===== src/rtl/key_filter_bank_pkg.sv =====
// Shared definitions for the key debounce bank: per-channel FSM state
// encoding and the counter-width helper used to size filter/hold counters.
package key_filter_bank_pkg;

    localparam logic [1:0] ST_RELEASED     = 2'd0;
    localparam logic [1:0] ST_PRESS_FILT   = 2'd1;
    localparam logic [1:0] ST_PRESSED      = 2'd2;
    localparam logic [1:0] ST_RELEASE_FILT = 2'd3;

    // One spare bit above $clog2 so the terminal count itself is representable.
    function automatic int cnt_width(input int value);
        return $clog2(value) + 1;
    endfunction

endpackage


===== src/rtl/key_filter_bank_ch.sv =====
// One debounced key channel: 2-flop synchronizer, 4-state accept FSM,
// filter counter for level changes and saturating hold counter for long press.
module key_filter_ch
    import key_filter_bank_pkg::*;
#(
    parameter int DEBOUNCE_CYC = 1_000_000,
    parameter int LONG_CYC     = 50_000_000
) (
    input  logic sys_clk,
    input  logic sys_rst_n,
    input  logic key_in,
    output logic key_value,
    output logic key_press,
    output logic key_release,
    output logic key_long
);

    localparam int FW = cnt_width(DEBOUNCE_CYC);
    localparam int HW = cnt_width(LONG_CYC);

    localparam logic [FW-1:0] FILT_ZERO = {FW{1'b0}};
    localparam logic [FW-1:0] FILT_ONE  = {{(FW-1){1'b0}}, 1'b1};
    localparam logic [FW-1:0] FILT_LAST = FW'(DEBOUNCE_CYC - 1);
    localparam logic [HW-1:0] HOLD_ZERO = {HW{1'b0}};
    localparam logic [HW-1:0] HOLD_ONE  = {{(HW-1){1'b0}}, 1'b1};
    localparam logic [HW-1:0] HOLD_MAX  = HW'(LONG_CYC);
    localparam logic [HW-1:0] HOLD_LAST = HW'(LONG_CYC - 1);

    logic          sync1_q, sync1_d;
    logic          sync2_q, sync2_d;
    logic [1:0]    state_q, state_d;
    logic [FW-1:0] filt_q,  filt_d;
    logic [HW-1:0] hold_q,  hold_d;
    logic          value_q, value_d;
    logic          press_q, press_d;
    logic          release_q, release_d;
    logic          long_q,  long_d;
    logic          pin_low_s;

    // Synchronizer next-state: key pin is asynchronous to sys_clk.
    always_comb begin
        sync1_d = key_in;
        sync2_d = sync1_q;
    end

    assign pin_low_s = ~sync2_q;

    // Accept FSM, filter counter and hold counter next-state.
    always_comb begin
        state_d   = state_q;
        filt_d    = filt_q;
        hold_d    = hold_q;
        value_d   = value_q;
        press_d   = 1'b0;
        release_d = 1'b0;
        long_d    = 1'b0;

        case (state_q)
            ST_RELEASED: begin
                value_d = 1'b0;
                hold_d  = HOLD_ZERO;
                if (pin_low_s) begin
                    state_d = ST_PRESS_FILT;
                    filt_d  = FILT_ONE;
                end else begin
                    filt_d  = FILT_ZERO;
                end
            end
            ST_PRESS_FILT: begin
                if (!pin_low_s) begin
                    state_d = ST_RELEASED;
                    filt_d  = FILT_ZERO;
                end else if (filt_q == FILT_LAST) begin
                    state_d = ST_PRESSED;
                    filt_d  = FILT_ZERO;
                    hold_d  = HOLD_ZERO;
                    value_d = 1'b1;
                    press_d = 1'b1;
                end else begin
                    filt_d  = filt_q + FILT_ONE;
                end
            end
            ST_PRESSED: begin
                // Hold counter saturates at LONG_CYC so key_long cannot repeat.
                if (hold_q < HOLD_MAX) begin
                    hold_d = hold_q + HOLD_ONE;
                    long_d = (hold_q == HOLD_LAST);
                end else begin
                    hold_d = hold_q;
                end
                if (!pin_low_s) begin
                    state_d = ST_RELEASE_FILT;
                    filt_d  = FILT_ONE;
                end else begin
                    filt_d  = FILT_ZERO;
                end
            end
            ST_RELEASE_FILT: begin
                if (hold_q < HOLD_MAX) begin
                    hold_d = hold_q + HOLD_ONE;
                    long_d = (hold_q == HOLD_LAST);
                end else begin
                    hold_d = hold_q;
                end
                if (pin_low_s) begin
                    state_d = ST_PRESSED;
                    filt_d  = FILT_ZERO;
                end else if (filt_q == FILT_LAST) begin
                    state_d   = ST_RELEASED;
                    filt_d    = FILT_ZERO;
                    hold_d    = HOLD_ZERO;
                    value_d   = 1'b0;
                    release_d = 1'b1;
                end else begin
                    filt_d    = filt_q + FILT_ONE;
                end
            end
            default: begin
                state_d = ST_RELEASED;
                filt_d  = FILT_ZERO;
                hold_d  = HOLD_ZERO;
                value_d = 1'b0;
            end
        endcase
    end

    // State and output registers; synchronizer resets to released (1).
    always_ff @(posedge sys_clk or negedge sys_rst_n) begin
        if (!sys_rst_n) begin
            sync1_q   <= 1'b1;
            sync2_q   <= 1'b1;
            state_q   <= ST_RELEASED;
            filt_q    <= FILT_ZERO;
            hold_q    <= HOLD_ZERO;
            value_q   <= 1'b0;
            press_q   <= 1'b0;
            release_q <= 1'b0;
            long_q    <= 1'b0;
        end else begin
            sync1_q   <= sync1_d;
            sync2_q   <= sync2_d;
            state_q   <= state_d;
            filt_q    <= filt_d;
            hold_q    <= hold_d;
            value_q   <= value_d;
            press_q   <= press_d;
            release_q <= release_d;
            long_q    <= long_d;
        end
    end

    assign key_value   = value_q;
    assign key_press   = press_q;
    assign key_release = release_q;
    assign key_long    = long_q;

endmodule


===== src/rtl/key_filter_bank.sv =====
// Bank of KEY_NUM independent debounced key channels for active-low board keys.
module key_filter_bank
    import key_filter_bank_pkg::*;
#(
    parameter int KEY_NUM      = 4,
    parameter int DEBOUNCE_CYC = 1_000_000,
    parameter int LONG_CYC     = 50_000_000
) (
    input  logic               sys_clk,
    input  logic               sys_rst_n,
    input  logic [KEY_NUM-1:0] key,
    output logic [KEY_NUM-1:0] key_value,
    output logic [KEY_NUM-1:0] key_press,
    output logic [KEY_NUM-1:0] key_release,
    output logic [KEY_NUM-1:0] key_long
);

    for (genvar i = 0; i < KEY_NUM; i++) begin : g_ch
        key_filter_ch #(
            .DEBOUNCE_CYC (DEBOUNCE_CYC),
            .LONG_CYC     (LONG_CYC)
        ) u_ch (
            .sys_clk     (sys_clk),
            .sys_rst_n   (sys_rst_n),
            .key_in      (key[i]),
            .key_value   (key_value[i]),
            .key_press   (key_press[i]),
            .key_release (key_release[i]),
            .key_long    (key_long[i])
        );
    end

endmodule


===== config.mk =====
export PLATFORM = sky130hd
export DESIGN_NAME = key_filter_bank
export DESIGN_NICKNAME = d
export VERILOG_FILES = /design/src/rtl/key_filter_bank_pkg.sv /design/src/rtl/key_filter_bank_ch.sv /design/src/rtl/key_filter_bank.sv
export SDC_FILE = /design/constraint.sdc
export NUM_CORES = 1
export LEC_CHECK = 0
export BUFFER_PORTS_ARGS = -buffer_cell sky130_fd_sc_hd__buf_2
export CAP_MARGIN = 20
export CORE_ASPECT_RATIO = 1.5
export CORE_MARGIN = 8
export CORE_UTILIZATION = 60
export CTS_CLUSTER_DIAMETER = 40
export DETAILED_ROUTE_END_ITERATION = 8
export MAX_ROUTING_LAYER = met4
export PLACE_DENSITY = 0.77
export SYNTH_ARGS = -nofsm -noshare
export SYNTH_HDL_FRONTEND = slang
export SYNTH_SLANG_ARGS = --single-unit
export TNS_END_PERCENT = 5

===== constraint.sdc =====
create_clock -name sys_clk -period 4.7 [get_ports sys_clk]
set_clock_uncertainty 0.15 [all_clocks]
set_input_delay 0.235 -clock sys_clk [delete_from_list [all_inputs] [get_ports sys_clk]]
set_output_delay 0.235 -clock sys_clk [all_outputs]
set_load 0.02 [all_outputs]

# After elaboration in Yosys (flattened, before gate mapping)
# Index checks and enable logic that the tools add are counted.
# W data, S select, Z words.
[classes]
n_addsub = 8
magnitude_cmp = 4
eq_ne = 52
mux = 124
n_reduce_logical = 24
[op_table]
columns = ["cell", "count"]
rows = [
  ["$mux W27", 20],
  ["$pmux W27 S4", 4],
  ["$pmux W21 S4", 4],
  ["$mux W21", 12],
  ["$add A27 B1 Y27 const B", 4],
  ["$eq A27 B26 Y1 const B", 4],
  ["$lt A27 B26 Y1 const B", 4],
  ["$add A21 B1 Y21 const B", 4],
  ["$eq A21 B20 Y1 const B", 4],
  ["$mux W1", 52],
  ["$mux W2", 24],
  ["$ne A2 B1 Y1 const B", 16],
  ["$pmux W2 S4", 4],
  ["$reduce_and A5 Y1", 4],
  ["$eq A2 B2 Y1 const B", 8],
  ["$ne A2 B2 Y1 const B", 8],
  ["$reduce_and A4 Y1", 4],
  ["$ne A3 B1 Y1 const B", 4],
  ["$ne A3 B3 Y1 const B", 4],
  ["$pmux W1 S3", 4],
  ["$reduce_bool A3 Y1", 4],
  ["$eq A2 B1 Y1 const B", 4],
  ["$logic_not A2 Y1", 4],
  ["$reduce_and A2 Y1", 4],
  ["$reduce_or A2 Y1", 4],
]
[totals]
reg_bits = 224
word_cells = 248

# Longest topological paths before layout
[depth]
word_depth = 5
depth_mapped = 9
ltp_nobuf = 7

# Modules after synthesis
# From an unflattened synthesis, not the netlist that was laid out.
[hier_totals]
cells_unflattened = 1187
hier_area_um2 = 11413.4
[modules_own_cells]
columns = ["mod", "instances", "cells_each", "area_each_um2", "seq_area_each_um2"]
rows = [
  ["key_filter_ch at g_ch[0].u_ch ...", 3, 295, 2832.7, 1403.8],
  ["key_filter_ch at g_ch[3].u_ch", 1, 302, 2915.3, 1403.8],
]

# Worst setup path before layout
# OpenSTA, ideal clock, no wires.
[synth_path]
path_type = "flip-flop to flip-flop"
startpoint = "reg g_ch[0].u_ch.filt_q[10]"
endpoint = "reg g_ch[0].u_ch.hold_q[1]"
t_arrival_ps = 2285
t_required_ps = 4428
slack_ps = 2143
path_stages_with_launch = 8
period_less_slack_ps = 2557
cell_sequence = "dfrtp_1 or4b_1 or4_4 buf_6 o31ai_4 buf_6 o21ai_2 a32o_1"
[synth_via]
elab_chain_len = 4
word_cells_on_any_way = 6
cone_classes = "eq/ne: 2; mux: 3; reduce/logical: 1"
[synth_lines]
columns = ["item", "line", "rtl"]
rows = [
  ["start, declared", "key_filter_bank_ch.sv:32", "logic [FW-1:0] filt_q, filt_d;"],
  ["start signal, assigned", "key_filter_bank_ch.sv:143", "filt_q <= filt_d;"],
  ["$eq A21 B20 Y1 *", "key_filter_bank_ch.sv:73, key_filter_bank_ch.sv:108", ""],
  ["$mux W27", "key_filter_bank_ch.sv:108", "end else if (filt_q == FILT_LAST) begin"],
  ["$mux W27", "key_filter_bank_ch.sv:105", "if (pin_low_s) begin"],
  ["$pmux W27 S4", "key_filter_bank_ch.sv:58", "case (state_q)"],
  ["end signal, assigned", "key_filter_bank_ch.sv:144", "hold_q <= hold_d;"],
  ["end, declared", "key_filter_bank_ch.sv:33", "logic [HW-1:0] hold_q, hold_d;"],
]
# Every way passes the cells marked *; elsewhere a longest branch is shown, timed or not.
# A chain may end at the register's enable or synchronous reset.

# Worst setup path after layout
[layout_path]
startpoint = "reg g_ch[0].u_ch.filt_q[8]"
endpoint = "reg g_ch[0].u_ch.hold_q[20]"
# Same word-level chain as after synthesis.

==> flow_summary.yaml <==
cts:
  cts_buffers: 26
  clkTransAtPathRegs_ns: 0.06
  cts_resized: 0
  htree_num_levels: 1
  clock_path_buffers: 3
  cts_root_buf: "clkbuf_16"
  cts.sinks: 224
  cts_tree: "yes"
  clk_latency_ns: 0.54
grt:
  grt_max_degree: 140
  grt_antenna_before_repair: 0
  overflow: 0
  grtUsageTotal: 0.207
  grt_pass1_vias: 9706
  grt_pass1_wl_microns: 43800
drt:
  wl_microns: 25200
  dr.first_iter.drc_count: 777
  antenna_left: 0
  drtPass1Iterations: 5
  vias_per_cell: 6.18
  drc: 0
  num_vias: 9701
  wl_per_cell_microns: 16.0
finish:
  drive_gt1_frac: 0.0978
  diodes: 0
  fin_util: 0.663
  stdcell_area_sq_mm: 0.0130
  final_net_count: 1303
  areaGrowthSynthToFinish_pct: 9.09
timing:
  fin_crit_sh: 0.646
  tightestPinTransition_ns: 1.02
  finalSetupTns_ns: 0
  fmax_mhz: 329
  setup_viol: 0
  hold_viol_final: 0
  max_slew_margin: 0.322
  setup_ws_ns: 1.66
  fin_crit_ns: 3.04
  maxSlewViolCount: 0
  rsz0062_at_grt: "false"
logic_synthesis:
  ys_ff_latch: 224
  syn_area_sq_mm: 0.0119
  ys_top_cells_by_count: "216 x dfrtp_1, 150 x nor2_1, 94 x nand3_1"
  netlist_instances: 1298
  avgSynthCellArea_sq_um: 9.20
  yosysMostFrequentCell: "dfrtp_1"
  ys_top_cells_by_area: "dfrtp_1 45%, nor2_1 4.7%, xor2_1 4.1%"
  ys_async_sr_fraction: 1.00
  synth_flop_cell: "dfrtp_1"
  yosysTopAreaCell: "dfrtp_1"
  yosysWarnings: 0
  synth_edf_count: 0
  yosys.cell_types.count: 77
  synth_top_area_frac: 0.453
  syn_nets: 1312
  seq_area_frac_synth: 0.470
power:
  p_clk_frac: 0.495
  power_frac_seq: 0.479
  p_comb_frac: 0.026
  vdd_ir_drop_max_mv: 0.269
  swShare: 0.229
  switchingPower_w: 0.000936
  power.density_mw_per_mm2: 314
  power.total_w: 0.00408
  p_leak_nw: 5.35
  p_int_w: 0.00315
status:
  status: "finished clean"
floorplanning:
  boundaryPins: 22
  design.die.area_sq_mm: 0.0248
  chipWidth_microns: 131
  rows: 63
  die_h_microns: 189
  fp.coreArea_sq_mm: 0.0196
  floorplan.initialDensity: 0.608
worst_setup_path:
  cp_data_required_time_ns: 4.94
  slowest_stage: "o31ai_4"
  startpoint_type: "flip-flop"
  path_max_fanout: 23
  cp.arrival_ns: 3.28
  end_kind: "flip-flop"
  path_buf_inv: 0
  path_class: "flip-flop to flip-flop"
  crit_chain: "or4b_1, or4_4, o31ai_4, a21oi_1, o21ai_1, o31ai_1"
  slowest_delay_ns: 0.85
  crit_family: "compound AO/OA/AOI/OAI gates"
placement:
  dpl-instance-area_sq_mm: 0.0121
  portBuffers: 21
  place_congestion: 0.878
  hpwl_microns: 16300
  dpl_worst_slack_ns: 1.68
job:
  drv_cap: 0
worst_hold_path:
  hold_class: "primary input to flip-flop"
==> sequential cells by signal (all words and copies together), names as in the netlist, named ones only <==
register               cells
g_ch.u_ch.filt_q          84
g_ch.u_ch.hold_q         108
g_ch.u_ch.key_long         4
g_ch.u_ch.key_press        4
g_ch.u_ch.key_release      4
g_ch.u_ch.key_value        4
g_ch.u_ch.state_q          4
g_ch.u_ch.sync1_q          4
g_ch.u_ch.sync2_q          4
==> worst register-to-register path: stages, from the launching register on <==
cell and delay (ns):
dfrtp_1 0.41, or4b_1 0.55, or4_4 0.59, o31ai_4 0.85, a21oi_1 0.09, o21ai_1 0.16
o31ai_1 0.09
==> power groups by stage <==
| stage | Combinational, W | Sequential (W) | Clock, W |
|---|---|---|---|
| final | 0.000106 | 0.00196 | 0.00202 |
| after detailed placement | 0.000105 | 0.00199 | 0 |
| after global placement | 0.000104 | 0.00199 | 0 |
| after global routing | 0.000122 | 0.00196 | 0.00214 |
| after floorplan | 0.0000526 | 0.00199 | 0 |
| after CTS | 0.000109 | 0.00196 | 0.00206 |
==> area by class of cell <==
| cell class | count | area, sq um |
|---|---|---|
| timing repair buffer | 38 | 268 |
| sequential | 224 | 5620 |
| fill | 1513 | 6610 |
| tap | 260 | 325 |
| inverter | 29 | 109 |
| clock buffer | 31 | 689 |
| clock inverter | 17 | 184 |
| multi-input combinational | 970 | 5830 |
==> worst paths after layout <==
kind / startpoint / endpoint / slack, ns / cells after the start
max: g_ch[0].u_ch.filt_q[8] / g_ch[0].u_ch.hold_q[20] / 1.66 / 6
min: key[1] / g_ch[1].u_ch.sync1_q / 0.19 / 2
max reg2reg: g_ch[0].u_ch.filt_q[8] / g_ch[0].u_ch.hold_q[20] / 1.66 / 6
min reg2reg: g_ch[1].u_ch.sync1_q / g_ch[1].u_ch.sync2_q / 0.21 / 0
max in group asynchronous: sys_rst_n / g_ch[2].u_ch.sync2_q / 3.02 / 3
min in group asynchronous: sys_rst_n / g_ch[0].u_ch.hold_q[16] / 0.27 / 2
==> metal layers <==
layer | routed length [microns] | vias to the layer above | global-route usage
li1 | - | 4718 | -
met4 | 516 | 0 | 0.0686
met1 | 10400 | 4785 | 0.228
met3 | 799 | 48 | 0.0240
met5 | 0 | - | -
met2 | 13500 | 150 | 0.380
==> logic make-up after synthesis <==
kind of cell               Yosys count  synth area share
buffers and inverters              104            0.0417
AOI/OAI and AO/OA                  271             0.145
adders and majority gates            8           0.00839
muxes                                4           0.00356
DFF                                224             0.470
xor gates and xnor gates            94            0.0690
and+or+nand+nor                    593             0.262
==> cell usage in the layout, fill, tap and decap left out, types with 8 or more instances in the layout <==
| master | instances |
|---|---|
| nor3_1 | 35 |
| xor2_1 | 56 |
| or4_1 | 16 |
| nand2_1 | 87 |
| o21ai_0 | 60 |
| a21oi_1 | 56 |
| and2_1 | 16 |
| a31oi_1 | 30 |
| inv_1 | 29 |
| or3_1 | 13 |
| o31ai_1 | 13 |
| nor2_1 | 150 |
| ha_1 | 8 |
| and4_1 | 16 |
| nand3_1 | 94 |
| o211ai_1 | 9 |
| and3_1 | 33 |
| dfstp_2 | 8 |
| buf_2 | 20 |
| xnor2_1 | 38 |
| nor4_1 | 14 |
| o21ai_1 | 34 |
| clkbuf_16 | 26 |
| buf_4 | 11 |
| nor4b_1 | 8 |
| dfrtp_1 | 216 |
| nand4_1 | 65 |
==> per-stage QoR <==
step / cells / hold WS [ns]
floorplan: 1298 / -0.211
global placement: 1516 / 0.189
detailed placement: 1516 / 0.192
CTS: 1569 / 0.175
global route: 1569 / 0.192
finish: 1569 / 0.188
==> repair_timing <==
item	CTS	global route
setup buffers	0	0
endpoints found under the hold margin	136	0
hold buffers	5	0
Power figures use the tool's default switching activity.
